File: src/rtl/axi_burst_slave.sv
// Burst-capable AXI-style slave backed by a DEPTH-word register file.
// Independent read (AR/R) and write (AW/W/B) channels, each with a latency
// that is captured at the address handshake. Addresses wrap modulo DEPTH.
// Out-of-range start addresses and wlast/awlen disagreements return SLVERR.
module axi_burst_slave #(
  parameter int DATA_W  = 8,
  parameter int ADDR_W  = 8,
  parameter int DEPTH   = 16,
  parameter int LEN_W   = 4,
  parameter int DELAY_W = 5
) (
  input  logic               clk,
  input  logic               rst,
  input  logic [DELAY_W-1:0] delay,
  input  logic               arvalid,
  output logic               arready,
  input  logic [ADDR_W-1:0]  araddr,
  input  logic [LEN_W-1:0]   arlen,
  output logic               rvalid,
  input  logic               rready,
  output logic [DATA_W-1:0]  rdata,
  output logic [1:0]         rresp,
  output logic               rlast,
  input  logic               awvalid,
  output logic               awready,
  input  logic [ADDR_W-1:0]  awaddr,
  input  logic [LEN_W-1:0]   awlen,
  input  logic               wvalid,
  output logic               wready,
  input  logic [DATA_W-1:0]  wdata,
  input  logic               wlast,
  output logic               bvalid,
  input  logic               bready,
  output logic [1:0]         bresp,
  output logic               ridle,
  output logic               widle
);

  localparam int IDX_W = (DEPTH > 1) ? $clog2(DEPTH) : 1;
  localparam logic [ADDR_W:0]  DEPTH_LIM = (ADDR_W + 1)'(DEPTH);
  localparam logic [IDX_W-1:0] IDX_MAX   = IDX_W'(DEPTH - 1);
  localparam logic [1:0]       RESP_OKAY   = 2'b00;
  localparam logic [1:0]       RESP_SLVERR = 2'b10;

  typedef enum logic [1:0] {R_IDLE, R_WAIT, R_DATA} r_state_e;
  typedef enum logic [1:0] {W_IDLE, W_DATA, W_WAIT, W_RESP} w_state_e;

  // Next storage index with wrap at DEPTH-1 (DEPTH need not be a power of two).
  function automatic logic [IDX_W-1:0] idx_inc(input logic [IDX_W-1:0] idx);
    return (idx == IDX_MAX) ? '0 : idx + IDX_W'(1);
  endfunction

  logic [DATA_W-1:0] mem_q [DEPTH];
  logic              mem_we;
  logic [IDX_W-1:0]  mem_waddr;
  logic [DATA_W-1:0] mem_wdata;

  r_state_e          r_state_q, r_state_d;
  logic [DELAY_W-1:0] r_cnt_q, r_cnt_d;
  logic [LEN_W-1:0]  r_len_q, r_len_d;
  logic [LEN_W-1:0]  r_beat_q, r_beat_d;
  logic [IDX_W-1:0]  r_idx_q, r_idx_d;
  logic              r_err_q, r_err_d;
  logic [DATA_W-1:0] rdata_q, rdata_d;
  logic              r_load;

  w_state_e          w_state_q, w_state_d;
  logic [DELAY_W-1:0] w_cnt_q, w_cnt_d;
  logic [DELAY_W-1:0] w_delay_q, w_delay_d;
  logic [LEN_W-1:0]  w_len_q, w_len_d;
  logic [LEN_W-1:0]  w_beat_q, w_beat_d;
  logic [IDX_W-1:0]  w_idx_q, w_idx_d;
  logic              w_err_q, w_err_d;
  logic              w_slverr_q, w_slverr_d;
  logic              w_at_len;

  // Storage: written by the write channel only; reads sample the pre-edge value.
  always_ff @(posedge clk or negedge rst) begin
    if (!rst) begin
      // NOTE: the store must come up cleared, so every word is reset here;
      // this keeps it in flops rather than a RAM macro.
      for (int i = 0; i < DEPTH; i++) mem_q[i] <= '0;
    end else if (mem_we) begin
      mem_q[mem_waddr] <= mem_wdata;
    end
  end

  // Read channel next-state: address capture, latency count, beat sequencing.
  always_comb begin
    // NOTE: every variable gets a default first so no path infers a latch.
    r_state_d = r_state_q;
    r_cnt_d   = r_cnt_q;
    r_len_d   = r_len_q;
    r_beat_d  = r_beat_q;
    r_idx_d   = r_idx_q;
    r_err_d   = r_err_q;
    r_load    = 1'b0;
    case (r_state_q)
      R_IDLE: begin
        if (arvalid) begin
          r_len_d  = arlen;
          r_beat_d = '0;
          r_idx_d  = IDX_W'(araddr);
          r_err_d  = ({1'b0, araddr} >= DEPTH_LIM);
          r_cnt_d  = delay;
          if (delay == '0) begin
            r_state_d = R_DATA;
            r_load    = 1'b1;
          end else begin
            r_state_d = R_WAIT;
          end
        end
      end
      R_WAIT: begin
        if (r_cnt_q != '0) r_cnt_d = r_cnt_q - DELAY_W'(1);
        if (r_cnt_q <= DELAY_W'(1)) begin
          r_state_d = R_DATA;
          r_load    = 1'b1;
        end
      end
      R_DATA: begin
        if (rready) begin
          if (r_beat_q == r_len_q) begin
            r_state_d = R_IDLE;
          end else begin
            r_beat_d = r_beat_q + LEN_W'(1);
            r_idx_d  = idx_inc(r_idx_q);
            r_load   = 1'b1;
          end
        end
      end
      default: r_state_d = R_IDLE;
    endcase
    // Data is captured when a beat is presented, so it stays stable through
    // stalls and a same-edge write to that word is not seen (read-before-write).
    rdata_d = rdata_q;
    if (r_load) rdata_d = r_err_d ? '0 : mem_q[r_idx_d];
  end

  // Read channel state register.
  always_ff @(posedge clk or negedge rst) begin
    if (!rst) begin
      // NOTE: sequential state uses non-blocking assignments so every flop
      // samples pre-edge values regardless of block ordering.
      r_state_q <= R_IDLE;
      r_cnt_q   <= '0;
      r_len_q   <= '0;
      r_beat_q  <= '0;
      r_idx_q   <= '0;
      r_err_q   <= 1'b0;
      rdata_q   <= '0;
    end else begin
      r_state_q <= r_state_d;
      r_cnt_q   <= r_cnt_d;
      r_len_q   <= r_len_d;
      r_beat_q  <= r_beat_d;
      r_idx_q   <= r_idx_d;
      r_err_q   <= r_err_d;
      rdata_q   <= rdata_d;
    end
  end

  assign w_at_len = (w_beat_q == w_len_q);

  // Write channel next-state: address capture, data beats, latency, response.
  always_comb begin
    w_state_d  = w_state_q;
    w_cnt_d    = w_cnt_q;
    w_delay_d  = w_delay_q;
    w_len_d    = w_len_q;
    w_beat_d   = w_beat_q;
    w_idx_d    = w_idx_q;
    w_err_d    = w_err_q;
    w_slverr_d = w_slverr_q;
    mem_we     = 1'b0;
    mem_waddr  = w_idx_q;
    mem_wdata  = wdata;
    case (w_state_q)
      W_IDLE: begin
        if (awvalid) begin
          w_len_d    = awlen;
          w_beat_d   = '0;
          w_idx_d    = IDX_W'(awaddr);
          w_err_d    = ({1'b0, awaddr} >= DEPTH_LIM);
          w_slverr_d = ({1'b0, awaddr} >= DEPTH_LIM);
          w_delay_d  = delay;
          w_state_d  = W_DATA;
        end
      end
      W_DATA: begin
        if (wvalid) begin
          mem_we = !w_err_q;
          // Burst ends on wlast or on beat awlen; disagreement is an error.
          if (wlast || w_at_len) begin
            if (wlast != w_at_len) w_slverr_d = 1'b1;
            if (w_delay_q == '0) begin
              w_state_d = W_RESP;
            end else begin
              w_cnt_d   = w_delay_q;
              w_state_d = W_WAIT;
            end
          end else begin
            w_beat_d = w_beat_q + LEN_W'(1);
            w_idx_d  = idx_inc(w_idx_q);
          end
        end
      end
      W_WAIT: begin
        if (w_cnt_q != '0) w_cnt_d = w_cnt_q - DELAY_W'(1);
        if (w_cnt_q <= DELAY_W'(1)) w_state_d = W_RESP;
      end
      W_RESP: begin
        if (bready) w_state_d = W_IDLE;
      end
      default: w_state_d = W_IDLE;
    endcase
  end

  // Write channel state register.
  always_ff @(posedge clk or negedge rst) begin
    if (!rst) begin
      w_state_q  <= W_IDLE;
      w_cnt_q    <= '0;
      w_delay_q  <= '0;
      w_len_q    <= '0;
      w_beat_q   <= '0;
      w_idx_q    <= '0;
      w_err_q    <= 1'b0;
      w_slverr_q <= 1'b0;
    end else begin
      w_state_q  <= w_state_d;
      w_cnt_q    <= w_cnt_d;
      w_delay_q  <= w_delay_d;
      w_len_q    <= w_len_d;
      w_beat_q   <= w_beat_d;
      w_idx_q    <= w_idx_d;
      w_err_q    <= w_err_d;
      w_slverr_q <= w_slverr_d;
    end
  end

  assign ridle   = (r_state_q == R_IDLE);
  assign arready = ridle;
  assign rvalid  = (r_state_q == R_DATA);
  assign rdata   = rdata_q;
  assign rlast   = rvalid && (r_beat_q == r_len_q);
  assign rresp   = (rvalid && r_err_q) ? RESP_SLVERR : RESP_OKAY;

  assign widle   = (w_state_q == W_IDLE);
  assign awready = widle;
  assign wready  = (w_state_q == W_DATA);
  assign bvalid  = (w_state_q == W_RESP);
  assign bresp   = (bvalid && w_slverr_q) ? RESP_SLVERR : RESP_OKAY;

endmodule

File: config.mk
export PLATFORM = sky130hd
export DESIGN_NAME = axi_burst_slave
export DESIGN_NICKNAME = d
export VERILOG_FILES = /design/src/rtl/axi_burst_slave.sv
export SDC_FILE = /design/constraint.sdc
export NUM_CORES = 1
export LEC_CHECK = 0
export ABC_CLOCK_PERIOD_IN_PS = 5200
export BUFFER_PORTS_ARGS = -buffer_cell sky130_fd_sc_hd__buf_2
export CAP_MARGIN = 10
export CELL_PAD_IN_SITES_DETAIL_PLACEMENT = 2
export CELL_PAD_IN_SITES_GLOBAL_PLACEMENT = 2
export CORE_UTILIZATION = 44
export DETAILED_ROUTE_END_ITERATION = 8
export PLACE_DENSITY_LB_ADDON = 0.3
export SYNTH_ARGS = -nofsm -noshare
export SYNTH_HDL_FRONTEND = slang
export SYNTH_SLANG_ARGS = --single-unit
File: constraint.sdc
create_clock -name clk -period 5.2 [get_ports clk]
set_clock_uncertainty 0.1 [all_clocks]
set_input_delay 1.04 -clock clk [delete_from_list [all_inputs] [get_ports clk]]
set_output_delay 1.04 -clock clk [all_outputs]
set_load 0.01 [all_outputs]
# After elaboration in Yosys (flattened, before gate mapping)
# Cells that the tools add are included.
# op_classes
add_sub_neg	6
order_cmp	7
n_reduce_logical	25
eq_ne	25
bitwise_logic	2
mux	63
# ops
cell	n
$bwmux 128	1
$mux 4	14
$bmux 8 s4	1
$demux 8 s4	1
$mux 8	4
$pmux 4 s2	4
$mux 5	6
$mux 2	12
$ne 2x2->1 const B	10
$pmux 5 s2	2
$add 4x1->4 const B	4
$ge 8x5->1 const B	2
$reduce_and 5->1	3
$mux 1	14
$reduce_and 4->1	3
$ge 5x5->1 const B	2
$le 5x1->1 const B	2
$logic_not 5->1	2
$ne 2x1->1 const B	5
$not 4->5	2
$reduce_bool 5->1	2
$sub 5x1->5 const B	2
$eq 4x4->1	2
$eq 4x4->1 const B	2
other kinds (15)	26
# word_totals
elab_cells	159
ff_bits	182

# Depth between registers and ports, before layout
# Gate-level depths: netlist (run 1).
# logic_depth
ltp_word	10
ltp_mapped	11
mapped_depth_nobuf	9

# Least setup slack after synthesis (run 1)
# OpenSTA, ideal clock, no wires.
# synth_path
path_type	in2reg
from	in arvalid
to	reg rdata_q[6] (netlist: rdata[6])
arrival_ns	2.953
slack_ns	2.015
t_required_ns	4.968
cell_stages	10
path_cell_list	or3b_1 buf_2 o22ai_2 a31oi_4 nand2_4 inv_2 buf_6 mux2_1 o221a_1 or3b_1
# synth_between
elab_chain_len	7
word_cells_on_any_way	11
# synth_lines
element	line	text
start, declared	15	input logic arvalid,
$mux 4	100	if (arvalid) begin
$pmux 4 s2	98	case (r_state_q)
$not 4->5 (not written as such)	137	if (r_load) rdata_d = r_err_d ? '0 : mem_q[r_idx_d];
$bmux 8 s4	137	
$mux 8 (not written as such) (2 in a row)	137	
$mux 8	137	
end signal, assigned	159	rdata_q <= rdata_d;
end, declared	64	logic [DATA_W-1:0] rdata_q, rdata_d;
# Parallel ways exist; a longest one is shown, timed or not. The select of a mux whose other input is x is not followed.
# A chain may end at the register's enable or synchronous reset.

# Final worst setup path (run 1)
# layout_path
from	in arvalid
to	reg rdata_q[1] (netlist: rdata[1])
# The elaborated chain is that of the path after synthesis.

==> results of run 1 <==
[layout make-up]
type                            count  share of cell area [%]
Antenna cell                        1                  0.0239
Clock buffer                       19                    4.24
Clock inverter                     12                    1.57
Inverter                           20                   0.718
Multi-Input combinational cell    573                    43.2
Sequential cell                   182                    43.6
Tap cell                          275                    3.29
Timing Repair Buffer               66                    3.43
[routing by layer]
| metal | track usage [%] | up-vias | wire (µm) |
|---|---|---|---|
| li1 | - | 3078 | - |
| met1 | 36.1 | 3830 | 13100 |
| met2 | 55.0 | 211 | 16700 |
| met3 | 5.22 | 98 | 1120 |
| met4 | 14.1 | 2 | 1250 |
| met5 | 0 | - | 14 |
[logic make-up (layout without fill, tap and decap cells)]
group | after synthesis | after routing | share of synthesized area (%)
AOI/OAI and AO/OA | 165 | 165 | 12.7
xor gates and xnor gates | 12 | 12 | 1.44
adders and majority gates | 18 | 18 | 2.40
buffers and inverters | 66 | 117 | 3.42
DFF | 182 | 182 | 48.6
muxes | 162 | 162 | 19.5
other | 1 | 3 | 0.0400
and+or+nand+nor | 214 | 214 | 11.9
[worst paths after layout]
path / end / slack (ps) / depth (start not counted)
setup / recovery: rdata[1]$_DFFE_PN0P_ / 1450 / 9
hold / removal: mem_q[78]$_DFFE_PN0P_ / 410 / 1
setup reg to reg: rdata[1]$_DFFE_PN0P_ / 1540 / 8
hold reg to reg: mem_q[78]$_DFFE_PN0P_ / 410 / 1
max in group asynchronous: mem_q[8]$_DFFE_PN0P_ / 3390 / 2
min in group asynchronous: w_cnt_q[3]$_DFFE_PN0P_ / 600 / 1
[cell usage after synthesis (7+ instances only)]
library cell    n
clkbuf_1       24
buf_4           7
dfrtp_1       182
mux2_2        150
a31oi_1         9
inv_1          16
nor2_1         40
a21o_1          7
nor3_1         10
and2_1         15
o211ai_1       12
a21oi_1        11
nand2_1        51
nand3_1        46
o21ai_0        58
ha_1           18
a211oi_1       14
a32oi_1         8
[registers in the layout, indices dropped and copies added (netlist names)]
register,count
r_cnt_q,5
r_state_q,2
r_len_q,4
w_delay_q,5
w_cnt_q,5
r_idx_q,4
w_len_q,4
rdata,8
w_state_q,2
mem_waddr,4
w_beat_q,4
r_err_q,1
r_beat_q,4
w_slverr_q,1
mem_q,128
w_err_q,1
[metrics by stage]
stage          util (%)  total power (µW)  area, µm²  hold slack [ps]
5_1_grt            49.9              6730      10500              429
3_3_place_gp       47.0              4620       9850              375
2_1_floorplan         -              4080       9380              351
6_report           49.9              6420      10500              410
3_5_place_dp       47.0              4880       9850              392
4_1_cts            49.9              6430      10500              414
[where the power goes]
group	internal [µW]	switching, µW
Sequential	1970	506
Clock	778	616
Combinational	1010	1540
[worst register-to-register path: cells and delay by family, from the launching register on]
family | cells | cell delay, ps
DFF | 1 | 640
and+or+nand+nor | 3 | 1000
muxes | 1 | 400
AOI/OAI and AO/OA | 3 | 960
buffers and inverters | 1 | 440
==> flow_summary_export.csv, run 1 <==
group,metric,value,unit
timing,final_max_slew_viol_count,0,
floorplanning,row_count,53,
route,dr.pass1.iters,5,
synth,ys_async_sr_fraction,100,%
finish,drive_gt1_share,31.9,%
critical_path,critical-path-max-stage-delay,530,ps
synth,syn-mean-instance-area,11.4,µm²
critical_path,required,5410,ps
grt,grt_pass1_wl,50500,µm
critical_path,crit_start,"arvalid",
synth,ys_types,82,
critical_path,cp_top_family,"simple AND/OR/NAND/NOR gates",
timing,hold_viol,0,
synth,syn_area,9380,µm²
critical_path,critPathKind,"in2reg",
finish,seqCellArea,4550,µm²
synth,yosys_warnings,0,
timing,period_needed,3750,ps
run,drv_cap,0,
floorplanning,fp.dieH,148,µm
finish,fin_cells,1148,
synth,synth.area.top_cells,"dfrtp_1 49%, mux2_2 18%, o21ai_0 3.1%",
finish,mostFrequentLayoutCells,"182 x dfrtp_1, 150 x mux2_2, 61 x buf_2",
finish,nNetsFinal,923,
synth,synth_top_area_share,48.6,%
timing,setup_violations,0,
worst_hold_path,hold_path.class,"reg2reg",
synth,netlist_instances,820,
place,place_hpwl,20100,µm
synth,ys_dominant_reg_cell,"dfrtp_1",
cts,clk_path_buf_depth,2,
floorplanning,pin_count,65,
timing,finalCritPeriodShare,72.2,%
synth,ys_seq_area_share,48.6,%
synth,synth_seq_cells,182,
outcome,outcome,"complete, no violations",
route,post_drt_wl_per_cell,28.1,µm
critical_path,crit_top_cell,"or3b_1",
power,power_density,614,nW/µm²
timing,relSlewSlack,22.4,%
cts,cts_tree,"done",
cts,ctsResizeCount,0,
critical_path,cp.arrival,3970,ps
cts,post_cts_buffers,0,
cts,path_clk_slew,70,ps
route,via_per_inst,6.29,
floorplanning,die_area,21900,µm²
timing,grt_setup_unrepaired,"no",
timing,max_freq,0.267,GHz
grt,grt-ovfl-total,0,
floorplanning,start_util,44.8,%
power,irDropWorstVdd,0.305,mV
grt,antenna_found_initial,2,
timing,max_slew.worst_pin.slew,1160,ps
grt,grt_pass1_vias,8352,
worst_hold_path,min-delay-start,"mem_q[78]$_DFFE_PN0P_",
cts,cts_root_buf,"clkbuf_16",
cts,htree_levels,4,
route,final_antenna_net_count,0,
grt,grt_max_degree,97,
route,wirelength,32200,µm
place,dp_slack,1050,ps
critical_path,cp_num_buf_inv,2,
finish,layout_commonest_cell,"dfrtp_1",
critical_path,path_cells,"buf_2 -> or3b_1 -> o22ai_2 -> a31oi_4 -> nand2_4 -> inv_2 -> mux2_2 -> o221a_2 -> or3b_1",
critical_path,cp_max_fo,20,
place,dp.cells,1116,
grt,grt_usage,30.9,%
timing,postLayoutSetupSlackWorst,1450,ps
route,dr_total_vias,7219,
timing,setup_tns,0,ps
critical_path,r2r-start,"r_state_q[0]$_DFFE_PN0P_",
cts,numCtsBuffers,17,
cts,ctsHoldBuffers,0,
cts,insertion_delay,440,ps
finish,fillCellCount,2082,
route,drtIter0Drc,425,
finish,area_growth,11.5,%
critical_path,critPathSlowestCell,"a31oi_4",
floorplanning,die_w,148,µm
cts,clkSinkCount,182,
power,p_leak,0.00487,µW
place,gp_congestion,0.831,
place,io_buffers,62,
critical_path,cp-end-kind,"flop",
finish,multiInputGateArea,4510,µm²
synth,synth_edf_count,0,
floorplanning,fp.coreArea,21000,µm²
critical_path,startpoint_type,"primary input",
route,drcViolationCount,0,
synth,synth_top_cell_by_area,"dfrtp_1",
Note: power is estimated with default switching activity, not from simulation.
==> inputs of run 2 (changes only) <==
- ABC_CLOCK_PERIOD_IN_PS: 5200 -> 3600
- CORE_UTILIZATION: 44 -> 41
- clock period: 5.2 -> 3.6 ns (I/O delays scaled with it)
==> flow_summary_export.csv, run 2 (synthesis gave the netlist of run 1 again) <==
group,metric,value,unit
outcome,outcome,"complete, no violations",
finish,fin_area,10700,µm²
grt,grt_pass1_wl,47600,µm
critical_path,path_cells,"buf_4 -> nand3b_1 -> a311o_1 -> mux2_2 -> nand4_1 -> a211oi_1 -> a2111o_1 -> or3b_1",
grt,grt_pass1_vias,8006,
timing,max_slew.worst_pin.slew,887,ps
place,place_hpwl,20700,µm
route,met2_length,14900,µm
place,dpl_cell_area,10000,µm²
critical_path,cp_num_buf_inv,1,
critical_path,cp_top_family,"simple AND/OR/NAND/NOR gates",
critical_path,critPathSlowestCell,"dfrtp_1",
run,drv_cap,0,
power,p_leak,0.00500,µW
finish,layout_commonest_cell,"dfrtp_1",
route,wirelength,29700,µm
timing,period_needed,3380,ps
route,post_drt_wl_per_cell,25.2,µm
power,power,9190,µW
route,final_antenna_net_count,0,
grt,grt-ovfl-total,0,
route,dr.pass1.iters,5,
critical_path,cp-end-kind,"flop",
route,dr_total_vias,7046,
critical_path,critPathKind,"reg2reg",
floorplanning,die_w,153,µm
grt,grt_usage,26.8,%
timing,setup_violations,0,
floorplanning,die_area,23500,µm²
timing,final_max_slew_viol_count,0,
critical_path,rrSetupSlack,220,ps
power,power_density,862,nW/µm²
route,drtIter0Drc,356,
timing,max_freq,0.296,GHz
critical_path,startpoint_type,"flop",
critical_path,cp_max_fo,21,
critical_path,critical-path-max-stage-delay,470,ps
floorplanning,row_count,54,
cts,htree_levels,4,
timing,setup_tns,0,ps
route,met1_length,13000,µm
critical_path,cp.arrival,3590,ps
timing,grt_setup_unrepaired,"no",
timing,relSlewSlack,40.8,%
timing,hold_viol,0,
route,routed.top_layer,"met4",
floorplanning,pin_count,65,
place,io_buffers,62,
timing,finalCritPeriodShare,93.8,%
worst_hold_path,hold_path.class,"in2async",
finish,top_register,"mem_q",
finish,n_antenna_cell,0,
cts,path_clk_slew,80,ps
cts,clkSinkCount,182,
route,via_per_inst,5.99,
grt,antenna_found_initial,0,
finish,mostFrequentLayoutCells,"182 x dfrtp_1, 150 x mux2_2, 61 x buf_2",
finish,area_growth,13.6,%
cts,numCtsBuffers,17,
power,irDropWorstVdd,0.378,mV
floorplanning,fp.dieH,153,µm
cts,clk_path_buf_depth,2,
grt,grt_max_degree,64,
cts,cts_root_buf,"clkbuf_16",
place,gp_congestion,0.841,
finish,nNetsFinal,947,
cts,cts_tree,"done",
critical_path,required,3820,ps
finish,largest_reg_flops,128,
finish,drive_gt1_share,33.8,%
route,wl_met3,1070,µm
floorplanning,fp.coreArea,22100,µm²
route,drcViolationCount,0,
finish,fillCellCount,2200,
floorplanning,start_util,42.4,%
cts,insertion_delay,450,ps
==> run 2: changes by cell type in the layout (fill, tap and decap cells not counted), sizes merged <==
cell    previous run  this run
buf               66        90
inv               26        30
bufinv             3         1
clkbuf            19        18
diode              1         0
==> run 2: layout make-up <==
cell class | count | area (µm²) | share of cell area, %
tap | 280 | 350 | 3.29
sequential | 182 | 4550 | 42.7
inverter | 20 | 75.1 | 0.705
clock inverter | 14 | 175 | 1.64
clock buffer | 18 | 439 | 4.12
timing repair buffer | 90 | 552 | 5.18
multi-input combinational | 573 | 4510 | 42.3
==> run 2: power breakdown <==
group | internal (µW) | switching, µW
Clock | 1020 | 942
Sequential | 2840 | 641
Combinational | 1580 | 2150
Total | 5450 | 3740
==> run 2: final timing paths <==
path,startpoint,endpoint,depth (start not counted)
max in group asynchronous,rst,mem_q[93]$_DFFE_PN0P_,2
hold / removal,rst,w_cnt_q[2]$_DFFE_PN0P_,1
hold reg to reg,mem_q[60]$_DFFE_PN0P_,mem_q[60]$_DFFE_PN0P_,1
setup reg to reg,r_state_q[0]$_DFFE_PN0P_,rdata[6]$_DFFE_PN0P_,8
setup / recovery,r_state_q[0]$_DFFE_PN0P_,rdata[6]$_DFFE_PN0P_,8
min in group clk,arlen[0],r_len_q[0]$_DFFE_PN0P_,3
==> run 2: worst register-to-register path: stages, from the launching register on <==
cell      delay (ps)
dfrtp_1          470
buf_4            210
nand3b_1         270
a311o_1          390
mux2_2           450
nand4_1          400
a211oi_1         110
a2111o_1         470
or3b_1           390
==> run 2: stage by stage <==
stage	util, %	instances	hold WS [ps]	setup WS [ps]
CTS	48.1	1175	198	100
floorplan	-	821	324	735
detailed placement	45.3	1143	391	35.9
global route	48.2	1177	216	60.3
global placement	45.3	1143	372	182
finish	48.2	1177	175	223
==> run 2: layer usage <==
layer / GRT usage [%] / vias up
li1: - / 3138
met1: 34.4 / 3722
met2: 45.9 / 145
met3: 4.00 / 41
met4: 9.67 / 0
met5: 0 / -
==> run 2: timing repair <==
item / in CTS / in global routing
setup endpoints to repair: 0 / 5
resized for setup: 0 / 1
setup buffers: 0 / 2
hold buffers: 0 / 0
==> inputs of run 3 (changes only) <==
- ABC_CLOCK_PERIOD_IN_PS: 3600 -> 2950
- CORE_UTILIZATION: 41 -> 37
- clock period: 3.6 -> 2.95 ns (I/O delays scaled with it)
==> flow_summary_export.csv, run 3 (synthesis gave the netlist of run 1 again) <==
group,metric,value,unit
cts,htree_levels,4,
timing,relSlewSlack,45.7,%
finish,multiInputGateArea,4670,µm²
cts,insertion_delay,440,ps
place,io_buffers,62,
cts,path_clk_slew,80,ps
outcome,outcome,"complete, but fails checks",
finish,largest_reg_flops,128,
cts,numCtsBuffers,17,
grt,met3_usage,4.67,%
cts,cts_tree,"done",
floorplanning,pin_count,65,
cts,clk_path_buf_depth,2,
finish,drive_gt1_share,40.3,%
critical_path,critPathKind,"reg2reg",
grt,grt_busiest_layer,"met2",
timing,max_freq,0.337,GHz
critical_path,startpoint_type,"flop",
grt,grt_pass1_vias,8296,
finish,seqCellArea,4550,µm²
route,post_drt_wl_per_cell,24.5,µm
critical_path,cp-end-kind,"flop",
grt,grt_usage,24.5,%
floorplanning,fp.dieH,161,µm
route,final_antenna_net_count,0,
timing,period_needed,2970,ps
place,gp_congestion,0.833,
finish,top_register,"mem_q",
floorplanning,start_util,38.1,%
grt,grt_pass1_wl,48000,µm
floorplanning,die_w,161,µm
route,drcViolationCount,0,
grt,grtUsageMet2,42.4,%
finish,mostFrequentLayoutCells,"182 x dfrtp_1, 149 x mux2_2, 102 x buf_4",
cts,clkSinkCount,182,
critical_path,cp_max_fo,3,
cts,cts_root_buf,"clkbuf_16",
timing,hold_viol,0,
floorplanning,fp.coreArea,24600,µm²
finish,fillCellCount,2506,
timing,finalCritPeriodShare,101,%
place,dp.cells,1244,
grt,antenna_found_initial,0,
route,dr_total_vias,7357,
finish,area_growth,22.5,%
route,drtIter0Drc,407,
finish,n_antenna_cell,0,
finish,utilization,46.7,%
finish,layout_commonest_cell,"dfrtp_1",
place,place_hpwl,20600,µm
timing,setup_violations,2,
critical_path,cp.arrival,3250,ps
route,dr.pass1.iters,4,
grt,use_met1,30.4,%
power,irDropWorstVdd,0.372,mV
grt,grt-ovfl-total,0,
outcome,violations,"negative setup slack",
grt,grt_max_degree,57,
timing,hold-worst-slack,10.5,ps
power,p_leak,0.00540,µW
floorplanning,die_area,26000,µm²
power,power,12100,µW
critical_path,required,3230,ps
finish,fin_cells,1302,
cts,ctsHoldBuffers,0,
floorplanning,row_count,57,
timing,postLayoutSetupSlackWorst,-16.3,ps
timing,max_slew.worst_pin.slew,813,ps
route,wirelength,31900,µm
finish,nNetsFinal,1028,
worst_hold_path,hold_path.class,"in2async",
timing,final_max_slew_viol_count,0,
route,via_per_inst,5.65,
power,power_density,1060,nW/µm²
timing,grt_setup_unrepaired,"yes",
run,drv_cap,0,
-- run 3: worst max-delay path, cell delays in order, from the launching register on --
cell and delay (ps):
dfrtp_1 420, xnor2_2 230, buf_4 150, buf_4 100, a41oi_4 150, buf_4 190, a21oi_1 390, nand4_1 260
buf_4 220, a211oi_1 390, a2111o_1 200, or3b_1 120
-- run 3: layer usage --
metal | vias to the layer above | routed length, µm
met5 | - | 0
met4 | 0 | 803
met3 | 53 | 1010
met2 | 155 | 16600
met1 | 3860 | 13500
li1 | 3289 | -
-- run 3: power breakdown --
group / internal (µW) / switching, µW / total (µW)
combinational: 2480 / 2990 / 5460
sequential: 3470 / 743 / 4220
clock: 1310 / 1150 / 2460
-- run 3: repair_timing --
action,4_1_cts,5_1_grt
pin swaps,9,16
setup endpoints to repair,6,8
cloned,1,1
setup buffers,10,15
gates resized for setup,13,17
-- run 3: through the flow --
| step | worst slack, ps | setup TNS, ps | instance area (µm²) |
|---|---|---|---|
| after detailed placement | -285 | -1530 | 10500 |
| after CTS | 2.30 | 0 | 11300 |
| final | -16.3 | -26.7 | 11500 |
| after floorplan | 202 | 0 | 9380 |
| after global routing | -115 | -529 | 11500 |
| after global placement | -189 | -719 | 10500 |
-- run 3: final cells by class --
type	count	share of cell area, %
Timing Repair Buffer	169	10.1
Multi-Input combinational cell	575	40.6
Inverter	20	0.675
Clock buffer	18	3.82
Clock inverter	14	1.63
Tap cell	324	3.53
Sequential cell	182	39.6
-- run 3: final timing paths --
kind | startpoint | endpoint | slack [ps] | cells after the start
min reg2reg | w_err_q$_DFFE_PN0P_ | w_err_q$_DFFE_PN0P_ | 400 | 2
min | rst | w_delay_q[3]$_DFFE_PN0P_ | 10 | 1
max in group asynchronous | rst | mem_q[52]$_DFFE_PN0P_ | 1980 | 2
max | r_len_q[0]$_DFFE_PN0P_ | rdata[2]$_DFFE_PN0P_ | -20 | 11
max reg2reg | r_len_q[0]$_DFFE_PN0P_ | rdata[2]$_DFFE_PN0P_ | -20 | 11
min in group clk | arlen[3] | r_len_q[3]$_DFFE_PN0P_ | 250 | 3
